<file path="src/rtl/imm_ext_pkg.sv">
`default_nettype none
// ============================================================================
// Module   : imm_ext_pkg
// Brief    : Immediate-extension mode encodings shared with the decoder.
// Revision : 1.0
// ============================================================================
package imm_ext_pkg;

    localparam logic [1:0] IMM_SIGN   = 2'b00;
    localparam logic [1:0] IMM_ZERO   = 2'b01;
    localparam logic [1:0] IMM_UPPER  = 2'b10;
    localparam logic [1:0] IMM_BRANCH = 2'b11;

endpackage : imm_ext_pkg
`default_nettype wire

</file>
<file path="src/rtl/imm_ext_core.sv">
`default_nettype none
// ============================================================================
// Module   : imm_ext_core
// Brief    : Combinational immediate extension mux (sign/zero/upper/branch).
// Revision : 1.0
// ============================================================================
module imm_ext_core
    import imm_ext_pkg::*;
#(
    parameter int IN_W  = 16,
    parameter int OUT_W = 32
) (
    input  logic [IN_W-1:0]  imm_i,
    input  logic [1:0]       mode_i,
    output logic [OUT_W-1:0] imm_o
);

    logic [OUT_W-1:0] w_sext;
    logic [OUT_W-1:0] w_zext;
    logic [OUT_W-1:0] w_upper;
    logic [OUT_W-1:0] w_branch;

    assign w_sext   = {{(OUT_W-IN_W){imm_i[IN_W-1]}}, imm_i};
    assign w_zext   = {{(OUT_W-IN_W){1'b0}}, imm_i};
    assign w_upper  = {imm_i, {(OUT_W-IN_W){1'b0}}};
    // Branch offsets are word-aligned: the two MSBs of the sign extension fall off.
    assign w_branch = {w_sext[OUT_W-3:0], 2'b00};

    always_comb begin
        imm_o = w_sext;
        case (mode_i)
            IMM_SIGN:   imm_o = w_sext;
            IMM_ZERO:   imm_o = w_zext;
            IMM_UPPER:  imm_o = w_upper;
            IMM_BRANCH: imm_o = w_branch;
            default:    imm_o = w_sext;
        endcase
    end

endmodule : imm_ext_core
`default_nettype wire

</file>
<file path="src/rtl/imm_ext_stage.sv">
`default_nettype none
// ============================================================================
// Module   : imm_ext_stage
// Brief    : Registered immediate-extension stage with handshake, flush and
//            a saturating debug operation counter.
// Revision : 1.0
// ============================================================================
module imm_ext_stage
    import imm_ext_pkg::*;
#(
    parameter int IN_W  = 16,
    parameter int OUT_W = 32,
    parameter int CNT_W = 16
) (
    input  logic             clk,
    input  logic             rst_n,
    input  logic             in_valid,
    output logic             in_ready,
    input  logic [IN_W-1:0]  in_imm,
    input  logic [1:0]       in_mode,
    input  logic             flush,
    output logic             out_valid,
    input  logic             out_ready,
    output logic [OUT_W-1:0] out_imm,
    output logic             out_neg,
    output logic [CNT_W-1:0] dbg_count,
    input  logic             dbg_clear
);

    logic [OUT_W-1:0] w_ext;
    logic             w_accept;
    logic             w_take;

    logic             out_valid_q, out_valid_d;
    logic [OUT_W-1:0] out_imm_q,   out_imm_d;
    logic             out_neg_q,   out_neg_d;
    logic [CNT_W-1:0] dbg_count_q, dbg_count_d;

    imm_ext_core #(
        .IN_W  (IN_W),
        .OUT_W (OUT_W)
    ) u_core (
        .imm_i  (in_imm),
        .mode_i (in_mode),
        .imm_o  (w_ext)
    );

    assign in_ready = !out_valid_q || out_ready;
    assign w_accept = in_valid && in_ready;
    // A flushed accept is squashed entirely: no load, no count.
    assign w_take   = w_accept && !flush;

    always_comb begin
        out_valid_d = out_valid_q;
        out_imm_d   = out_imm_q;
        out_neg_d   = out_neg_q;
        dbg_count_d = dbg_count_q;

        if (flush) begin
            out_valid_d = 1'b0;
        end else if (w_accept) begin
            out_valid_d = 1'b1;
        end else if (out_ready) begin
            out_valid_d = 1'b0;
        end

        if (w_take) begin
            out_imm_d = w_ext;
            out_neg_d = in_imm[IN_W-1];
        end

        if (dbg_clear) begin
            dbg_count_d = '0;
        end else if (w_take && (dbg_count_q != '1)) begin
            dbg_count_d = dbg_count_q + 1'b1;
        end
    end

    always_ff @(posedge clk or negedge rst_n) begin
        if (!rst_n) begin
            out_valid_q <= 1'b0;
            out_imm_q   <= '0;
            out_neg_q   <= 1'b0;
            dbg_count_q <= '0;
        end else begin
            out_valid_q <= out_valid_d;
            out_imm_q   <= out_imm_d;
            out_neg_q   <= out_neg_d;
            dbg_count_q <= dbg_count_d;
        end
    end

    assign out_valid = out_valid_q;
    assign out_imm   = out_imm_q;
    assign out_neg   = out_neg_q;
    assign dbg_count = dbg_count_q;

endmodule : imm_ext_stage
`default_nettype wire
</file>
<file path="config.mk">
export PLATFORM = sky130hd
export DESIGN_NAME = imm_ext_stage
export DESIGN_NICKNAME = d
export VERILOG_FILES = /design/src/rtl/imm_ext_pkg.sv /design/src/rtl/imm_ext_core.sv /design/src/rtl/imm_ext_stage.sv
export SDC_FILE = /design/constraint.sdc
export NUM_CORES = 1
export LEC_CHECK = 0
export CAP_MARGIN = 20
export CORE_MARGIN = 2
export CORE_UTILIZATION = 40
export DETAILED_ROUTE_END_ITERATION = 6
export HOLD_SLACK_MARGIN = 0.12
export MAX_ROUTING_LAYER = met4
export PLACE_DENSITY_LB_ADDON = 0.12
export SYNTH_ARGS = -nofsm -noshare
export SYNTH_HDL_FRONTEND = slang
export SYNTH_SLANG_ARGS = --single-unit
</file>
<file path="constraint.sdc">
create_clock -name clk -period 1.67 [get_ports clk]
set_input_delay 0.334 -clock clk [delete_from_list [all_inputs] [get_ports clk]]
set_output_delay 0.334 -clock clk [all_outputs]
set_load 0.05 [all_outputs]
</file>
==> results_dict.tcl, run 1 <==
set metrics [dict create \
    outcome "finished, violations left" \
    violations "negative setup slack" \
    ios 75 \
    num_rows 29 \
    power_density_nw_per_um2 839 \
    setup_viol_count_final 1 \
    r2r-start "dbg_count[0]" \
    worstSkewPairLatency_ns 0.30 \
    synthTopCellsByCount "50 x dfrtp_1, 47 x o21ai_0, 40 x nand2_1, 33 x a21oi_1, 18 x inv_1" \
    grt_max_degree 51 \
    p_leak_nw 1.75 \
    synth_cell_type_count 34 \
    port_buffers 74 \
    hold_path.class "in -> reg" \
    first_pass_iters 6 \
    hpwl_mm 5.01 \
    fmax_ghz 0.597 \
    crit_type "reg -> reg" \
    cp.required_ns 1.90 \
    synth-seq-cells 50 \
    diodes 0 \
    drive_above_1_share_pct 35.5 \
    reg2reg_depth 5 \
    crit_path_top_delay_cell "or4_1" \
    max_cap_violations 0 \
    antenna_found_initial 0 \
    syn_avg_cell_area_um2 8.93 \
    cts_root_buf "clkbuf_8" \
    drt-initial-drc-count 102 \
    peakVddDrop_mv 0.444 \
    rsz0062_at_grt "true" \
    synthTopCellsByArea "dfrtp_1 49%, o21ai_0 9.2%, a21oi_1 6.5%" \
    netlist.area_leader.share_pct 49.0 \
    maxSlewHeadroom_pct 80.1 \
    synthesis.area_um2 2550 \
    post_drt_via_cell_ratio 5.26 \
    totalWireLength_mm 7.12 \
    setup_ws_ns -0.00464 \
    track_usage_pct 20.6 \
    die-area_um2 7040 \
    clock-skew-final_ns 0.00374 \
    ys.flop_type "dfrtp_1" \
    drv_slew 0 \
    tightest_slew_ns 0.296 \
    die_x_um 83.9 \
    syn-num-nets 311 \
    grt_overflow 0 \
    hold_viol 0 \
    path_clk_slew_ns 0.09 \
    start_util_pct 40.7 \
    crit_family "simple AND/OR/NAND/NOR gates" \
    async_flop_share_pct 100 \
    htreeDepth 2 \
    cp_data_arrival_time_ns 1.90 \
    critPathMaxFanout 6 \
    cp_common_cell "and4_4" \
    fin_crit_sh_pct 100 \
    yosysTopAreaCell "dfrtp_1" \
    critPathCaptureType "flip-flop" \
    gp_congestion 0.905 \
    drc_errors 0 \
    crit_start "dbg_count[0]" \
    path_buf_inv 0 \
    die_h_um 83.9 \
    clock_path_buffers 2 \
    drt-wirelength-per-cell_um 15.2 \
    grt_pass1_wl_mm 11.4 \
    crit_path_end "dbg_count[9]" \
    synth.most_common_cell "dfrtp_1" \
    synth-edff-count 0 \
    cts_tree "done" \
    cts_made_buffers 5 \
    r2r_end "dbg_count[9]" \
    grt_pass1_vias 2381 \
    cp-start-kind "flip-flop" \
    utilization_pct 60.0 \
    critPathMaxStageDelay_ns 0.47 \
    pre_cts_ws_ns -0.411 \
    path_depth 5 \
    via_count 2461 \
    rrSetupSlack_ns -0.005 \
    syn_inst 286 \
    synth-seq-area-share_pct 49.0 \
    clkSinkCount 50 \
    ant_nets 0 \
    fin_nets 415 \
    coreArea_um2 6280 \
    fin_crit_ns 1.67 \
    areaGrowthSynthToFinish_pct 47.5 \
    yosysWarningCount 0 \
    critical_path.cell_chain "ha_4, and4_4, and4_4, or4_1, a21oi_1" \
]
==> cells in the final DEF, fill, tap and decap left out, types with 2 or more instances in the layout <==
cell type	Yosys	final
buf_4	0	89
o21ai_0	47	47
dfrtp_1	50	41
nand2_1	40	38
a21oi_1	33	30
clkdlybuf4s50_1	0	21
inv_1	18	18
a2bb2oi_1	13	13
dfrtp_2	0	9
o31ai_1	10	8
or4_1	10	7
clkbuf_8	0	6
and4_4	1	5
nand4_1	4	4
buf_12	0	4
nand3_1	4	3
or4_4	0	3
a21oi_2	0	3
nand2_4	0	2
and2_1	3	2
and3_1	2	2
nor2b_1	3	2
nor2_1	2	2
o31ai_2	0	2
or3_1	2	2
o21ai_1	2	2
mux2_2	2	2
buf_6	3	2
==> area by class of cell <==
type / count / area, um^2
flip-flops and latches: 50 / 1260
clock inverters: 1 / 5.00
inverters: 18 / 67.6
repair buffers: 119 / 1010
multi-input cells: 196 / 1240
fillers: 575 / 2510
well taps: 77 / 96.3
clock buffers: 7 / 86.3
==> state kept, by name, summed over array words and instances, names as in the netlist <==
name	cells
out_imm	32
out_neg	1
dbg_count	16
out_valid	1
==> worst min path at each step <==
stage / from / endpoint / slack, ns / cells past startpoint
after floorplan: rst_n / dbg_count[0] / 0.04 / 0
final: in_valid / out_valid / 0.31 / 3
after global routing: in_valid / out_valid / 0.33 / 3
after detailed placement: rst_n / dbg_count[12] / 0.35 / 2
after CTS: out_imm[6] / out_imm[6] / 0.49 / 2
after global placement: rst_n / dbg_count[12] / 0.35 / 2
==> tightest hold or removal path: stages <==
cell	delay [ns]
dlymetal6s2s_1	0.14
inv_1	0.05
a21oi_1	0.05
==> cells by family after synthesis <==
kind of cell             Yosys count  share of synthesized area (%)
adder cells (fa/ha/maj)            1                          0.490
AO/OA/AOI/OAI                    108                           24.5
flip-flops                        50                           49.0
buffers and inverters             42                           7.30
AND/OR/NAND/NOR                   82                           17.4
multiplexers                       3                           1.32
==> metrics by stage <==
stage	cell area (um^2)	hold slack, ns	setup TNS, ns	power, W	cells
final	3770	0.311	-0.00464	0.00316	468
after global routing	3770	0.330	-0.263	0.00332	468
after CTS	3670	0.493	-0.0319	0.00319	466
after detailed placement	3530	0.352	-10.36	0.00245	455
after global placement	3530	0.350	-11.00	0.00244	455
after floorplan	2580	0.0384	-2.51	0.00206	286
==> routing by layer <==
layer  wire (um)  global-route usage, %  vias to the layer above
met5           0                      -                        -
met4          71                   4.84                        0
met3         314                   3.56                        8
met2        3480                   33.0                       68
met1        3250                   27.4                     1151
li1            -                      -                     1234
==> repair_timing <==
item	in CTS	in global routing
gates cloned	2	0
buffers inserted	0	2
pin swaps	4	5
endpoints found under the setup margin	13	15
hold buffers	1	0
endpoints found under the hold margin	50	0
resized for setup	6	22
==> report_power, final <==
group / internal (W) / switching, W
clock network: 0.000335 / 0.000394
registers: 0.00133 / 0.0000704
logic: 0.000341 / 0.000691
(Power assumes the default switching activity.)
==> run 2: changes to the inputs <==
--- a/config.mk
+++ b/config.mk
@@ -14,4 +14,5 @@
 export PLACE_DENSITY_LB_ADDON = 0.12
 export SYNTH_ARGS = -nofsm -noshare
 export SYNTH_HDL_FRONTEND = slang
+export SYNTH_HIERARCHICAL = 1
 export SYNTH_SLANG_ARGS = --single-unit
==> run 2 against run 1 <==
  * The run now ends clean
  * Design area up 5.0%
  * Setup slack better by 0.025 ns
  * Clock-buffer cell count shrank 1
  * Global-route usage is 0.57 points lower
  * Critical path type unchanged
  * Critical endpoint unchanged
  * Largest power group unchanged
==> results_dict.tcl, run 2 <==
set metrics [dict create \
    outcome "finished, final reports clean" \
    fmax_ghz 0.606 \
    die_x_um 87.3 \
    clock-skew-final_ns 0.00725 \
    drc_errors 0 \
    synth_top_family_by_area "simple AND/OR/NAND/NOR gates" \
    max_cap_violations 0 \
    synthTopCellsByCount "103 x nand2_1, 50 x dfrtp_1, 16 x mux2i_1, 11 x a22o_1" \
    syn_avg_cell_area_um2 9.19 \
    synth_fa_ha_area_share_pct 0.451 \
    grt_overflow 0 \
    final_area_um2 3960 \
    rrSetupSlack_ns 0.02 \
    areaGrowthSynthToFinish_pct 42.6 \
    crit_path_top_delay_cell "or4_1" \
    synthTopCellsByArea "dfrtp_1 45%, nand2_1 14%, mux2i_1 5.8%" \
    largest_reg_flops 32 \
    port_buffers 74 \
    ys.flop_type "dfrtp_1" \
    fin_crit_ns 1.65 \
    synth_cell_type_count 52 \
    r2r_end "dbg_count[9]" \
    drive_above_1_share_pct 35.2 \
    final_cell_mix "102 x nand2_1, 67 x buf_4, 33 x dfrtp_1" \
    track_usage_pct 20.0 \
    drv_slew 0 \
    reg2reg_depth 6 \
    coreArea_um2 6760 \
    power_density_nw_per_um2 848 \
    hold_end "out_valid" \
    cts_root_buf "clkbuf_8" \
    worstSkewPairLatency_ns 0.31 \
    r2r-start "dbg_count[0]" \
    power_frac_seq_pct 41.9 \
    clock_path_buffers 2 \
    ios 75 \
    fill_cells 605 \
    maxSlewHeadroom_pct 68.7 \
    setup_viol_count_final 0 \
    crit_family "simple AND/OR/NAND/NOR gates" \
    place_inst 461 \
    hpwl_mm 5.06 \
    critPathMaxStageDelay_ns 0.50 \
    drt-initial-drc-count 126 \
    cp-start-kind "flip-flop" \
    synth.most_common_cell "nand2_1" \
    yosysTopAreaCell "dfrtp_1" \
    place_area_um2 3750 \
    fin_nets 419 \
    ant_nets 0 \
    grt_pass1_wl_mm 11.6 \
    synth-seq-area-share_pct 45.1 \
    synth-compound-area-share_pct 12.7 \
    p_leak_nw 1.92 \
    synthesis.area_um2 2770 \
    htreeDepth 2 \
    synth-edff-count 0 \
    crit_type "reg -> reg" \
    cts_tree "done" \
    rsz0062_at_grt "true" \
    antenna_found_initial 0 \
    p_comb_share_pct 32.1 \
    start_util_pct 41.1 \
    power_switching_w 0.00122 \
    internal_power_w 0.00214 \
    mostFrequentLayoutCell "nand2_1" \
    muxShareOfSynthArea_pct 8.21 \
    critPathMaxFanout 7 \
    gp_congestion 0.797 \
    peakVddDrop_mv 0.543 \
    fin_crit_sh_pct 98.8 \
    hold_path.class "in -> reg" \
    num_rows 30 \
    clkSinkCount 50 \
    swShare_pct 36.3 \
    syn_inst 302 \
    path_buf_inv 2 \
    die-area_um2 7620 \
    first_pass_iters 4 \
    layout.cells.non_filler 475 \
    diodes 0 \
    yosysWarningCount 6 \
    grt_pass1_vias 2333 \
    die_h_um 87.3 \
    clockPowerShare_pct 26.0 \
    totalWireLength_mm 7.12 \
    critPathCaptureType "flip-flop" \
    post_drt_via_cell_ratio 5.17 \
    drt-wirelength-per-cell_um 15.0 \
    async_flop_share_pct 100 \
    grt_max_degree 51 \
    cp_data_arrival_time_ns 1.88 \
    netlist.area_leader.share_pct 45.1 \
    hold_viol 0 \
    synth_xor_area_share_pct 0 \
    path_clk_slew_ns 0.10 \
    min_delay_path_depth 2 \
    via_count 2458 \
    critical_path.cell_chain "ha_4, inv_2, nor4_4, buf_4, or4_1, a21oi_1" \
    tightest_slew_ns 0.467 \
    cts_made_buffers 5 \
    cp.required_ns 1.90 \
    hold_start "flush" \
    syn-num-nets 327 \
    synth-simple-area-share_pct 28.3 \
    synth-seq-cells 50 \
]
## run 2: cell count changes after synthesis, moves of 6 or more
cell       delta
a22o_1       +11
o21ai_0      -38
inv_1        -15
nand2_1      +63
a2bb2oi_1    -13
nor2_1        +6
a21oi_1      -24
clkbuf_1      -8
mux2i_1      +16
## run 2: final cells by class
| cell class | count | area (um^2) | share of cell area (%) |
|---|---|---|---|
| multi-input cells | 230 | 1470 | 37.1 |
| flip-flops and latches | 50 | 1270 | 32.2 |
| repair buffers | 104 | 995 | 25.1 |
| well taps | 80 | 100 | 2.53 |
| clock buffers | 6 | 72.6 | 1.83 |
| clock inverters | 2 | 37.5 | 0.949 |
| inverters | 3 | 11.3 | 0.285 |
## run 2: per-stage QoR
step / TNS [ns] / util [%] / worst slack, ns / hold WS, ns / total power [W]
2_1_floorplan: -0.121 / - / -0.100 / 0.0384 / 0.00212
3_3_place_gp: -9.31 / 55.5 / -0.422 / 0.352 / 0.00250
3_5_place_dp: -8.42 / 55.5 / -0.437 / 0.350 / 0.00251
4_1_cts: -0.000471 / 57.4 / -0.000471 / 0.490 / 0.00337
5_1_grt: -0.266 / 58.6 / -0.0527 / 0.209 / 0.00350
6_report: 0 / 58.6 / 0.0203 / 0.206 / 0.00335
## run 2: worst max path at each step
stage | from | to | slack, ns | cells past startpoint
2_1_floorplan | dbg_count[8] | dbg_count[11] | -0.10 | 4
3_3_place_gp | flush | dbg_count[11] | -0.42 | 5
3_5_place_dp | flush | dbg_count[11] | -0.44 | 5
4_1_cts | flush | dbg_count[8] | -0.0005 | 5
5_1_grt | dbg_count[8] | dbg_count[11] | -0.05 | 4
6_report | dbg_count[0] | dbg_count[9] | 0.02 | 6
## run 2: cell families after synthesis
kind of cell | count (synthesis)
AO/OA/AOI/OAI | 51
multiplexers | 22
adder cells (fa/ha/maj) | 1
flip-flops | 50
buffers and inverters | 22
AND/OR/NAND/NOR | 156
## run 2: power groups by stage
stage	sequential (W)	combinational, W	clock, W
floorplan	0.00185	0.000265	0
global placement	0.00143	0.00107	0
detailed placement	0.00143	0.00108	0
CTS	0.00141	0.00108	0.000884
global route	0.00142	0.00115	0.000935
finish	0.00140	0.00108	0.000872
## run 2: routing by layer
metal / GRT usage (%) / wire length, um / vias to the layer above
li1: - / - / 1231
met1: 29.3 / 3560 / 1162
met2: 28.7 / 3200 / 59
met3: 3.60 / 295 / 6
met4: 4.76 / 69 / 0
met5: - / 0 / -
## run 2: what timing repair did
action                                  4_1_cts  5_1_grt
endpoints found under the hold margin        50        0
pin swaps                                     0       12
hold buffers                                  1        0
buffers inserted                              0        6
gates resized for setup                       2       13
endpoints found under the setup margin       10       13
==> run 3: changes to the inputs <==
--- a/config.mk
+++ b/config.mk
@@ -12,6 +12,7 @@
 export HOLD_SLACK_MARGIN = 0.12
 export MAX_ROUTING_LAYER = met4
 export PLACE_DENSITY_LB_ADDON = 0.12
+export SETUP_SLACK_MARGIN = 0.05
 export SYNTH_ARGS = -nofsm -noshare
 export SYNTH_HDL_FRONTEND = slang
 export SYNTH_HIERARCHICAL = 1
==> run 3 against run 2 <==
  * Critical path depth fell by 1
  * Sequential power barely moved
  * Fmax is 3.6% higher
  * Critical endpoint is now dbg_count[11]
  * Largest cell class unchanged
==> results_dict.tcl, run 3 (synthesis results as in run 2) <==
set metrics [dict create \
    die_x_um 87.3 \
    cts_root_buf "clkbuf_8" \
    multi_input_area_um2 1560 \
    start_util_pct 41.1 \
    fin_nets 434 \
    critPathCaptureType "flip-flop" \
    drt-wirelength-per-cell_um 15.6 \
    met1_usage_pct 29.9 \
    critPathMaxStageDelay_ns 0.46 \
    first_pass_iters 4 \
    ios 75 \
    crit_path_top_delay_cell "clkdlybuf4s50_1" \
    p_leak_nw 2.01 \
    die-area_um2 7620 \
    drv_slew 0 \
    fin_crit_sh_pct 95.4 \
    cts_tree "done" \
    drt-initial-drc-count 98 \
    met3_usage_pct 3.98 \
    htreeDepth 2 \
    grt-busiest-layer "met2" \
    drc_errors 0 \
    totalWireLength_mm 7.65 \
    finalPower_w 0.00325 \
    grt_pass1_vias 2457 \
    gp_congestion 0.854 \
    fin_crit_ns 1.59 \
    ant_nets 0 \
    rsz0062_at_grt "true" \
    grt_overflow 0 \
    tightest_slew_ns 0.441 \
    num_rows 30 \
    path_buf_inv 1 \
    hold_path.class "in -> reg" \
    via_count 2587 \
    place_inst 461 \
    cp-start-kind "primary input" \
    clkSinkCount 50 \
    setup_viol_count_final 0 \
    largest_reg_flops 32 \
    hpwl_mm 5.25 \
    critPathMaxFanout 6 \
    hold_viol 0 \
    peakVddDrop_mv 0.532 \
    cp.required_ns 1.87 \
    final_cell_mix "102 x nand2_1, 81 x buf_4, 33 x dfrtp_1" \
    grt_max_degree 51 \
    layout.cells.non_filler 490 \
    drive_above_1_share_pct 39.8 \
    critical_path.cell_chain "clkdlybuf4s50_1, nand2b_4, nand4_4, nor4b_4, mux2_4" \
    power_density_nw_per_um2 790 \
    grt_pass1_wl_mm 12.2 \
    diodes 0 \
    port_buffers 74 \
    cp_data_arrival_time_ns 1.79 \
    fill_cells 580 \
    worstSkewPairLatency_ns 0.31 \
    coreArea_um2 6760 \
    crit_type "in -> reg" \
    clock-skew-final_ns 0.0127 \
    ff_latch_area_um2 1270 \
    mostFrequentLayoutCell "nand2_1" \
    grtUsageMet2_pct 30.9 \
    max_cap_violations 0 \
    areaGrowthSynthToFinish_pct 48.3 \
    path_clk_slew_ns 0.09 \
    die_h_um 87.3 \
    rrSetupSlack_ns 0.08 \
    outcome "finished, final reports clean" \
    antenna_found_initial 0 \
    post_drt_via_cell_ratio 5.28 \
    clock_path_buffers 2 \
    fmax_ghz 0.628 \
    cts_made_buffers 5 \
    crit_family "simple AND/OR/NAND/NOR gates" \
    track_usage_pct 21.2 \
    maxSlewHeadroom_pct 70.6 \
]
run 3: cell types whose count changed in the layout (fill, tap and decap cells not counted), sizes merged:
cell,before,now
buf,81,94
nand4,5,6
nand2,103,104
bufinv,1,0
clkinv,0,1
run 3: final timing paths:
path,from,to,depth (start not counted)
setup / recovery,out_ready,dbg_count[11],5
hold / removal,flush,out_valid,2
setup reg to reg,dbg_count[1],dbg_count[7],6
hold reg to reg,out_imm[15],out_imm[15],2
max in group asynchronous,rst_n,dbg_count[8],3
min in group asynchronous,rst_n,out_imm[11],3
run 3: per-layer routing:
| layer | wire [um] | up-vias |
|---|---|---|
| met3 | 408 | 9 |
| met2 | 3580 | 78 |
| met1 | 3560 | 1242 |
| met4 | 100 | 0 |
| met5 | 0 | - |
| li1 | - | 1258 |
run 3: stage by stage:
stage	setup WS [ns]	hold slack, ns	utilization (%)	setup TNS, ns	instance area, um^2
2_1_floorplan	-0.0996	0.0384	-	-0.126	2860
3_3_place_gp	-0.412	0.351	55.4	-8.95	3750
3_5_place_dp	-0.467	0.350	55.4	-9.44	3750
4_1_cts	0.0354	0.487	58.9	0	3980
5_1_grt	-0.0271	0.221	60.9	-0.0730	4110
6_report	0.0770	0.210	60.9	0	4110
run 3: worst reg2reg max path, cell delays in order, from the launching register on:
cell	delay (ns)
dfrtp_2	0.45
ha_4	0.20
inv_1	0.09
nor4_4	0.07
buf_4	0.16
or4_1	0.43
a21oi_2	0.14
run 3: layout make-up:
type / instances / share of cell area, %
well taps: 80 / 2.43
multi-input cells: 232 / 37.8
flip-flops and latches: 50 / 30.9
inverters: 3 / 0.274
clock buffers: 6 / 2.01
clock inverters: 2 / 0.304
repair buffers: 117 / 26.2
run 3: report_power, final:
group | total [W] | internal (W) | switching [W]
logic | 0.00109 | 0.000364 | 0.000727
clock network | 0.000751 | 0.000334 | 0.000417
registers | 0.00141 | 0.00133 | 0.0000757
total | 0.00325 | 0.00203 | 0.00122
run 3: repair_timing:
item / in CTS / in global routing
pin swaps: 7 / 11
endpoints found under the hold margin: 50 / 0
gates cloned: 2 / 0
resized for setup: 8 / 17
endpoints found under the setup margin: 11 / 15
setup buffers: 9 / 9
hold buffers: 1 / 0
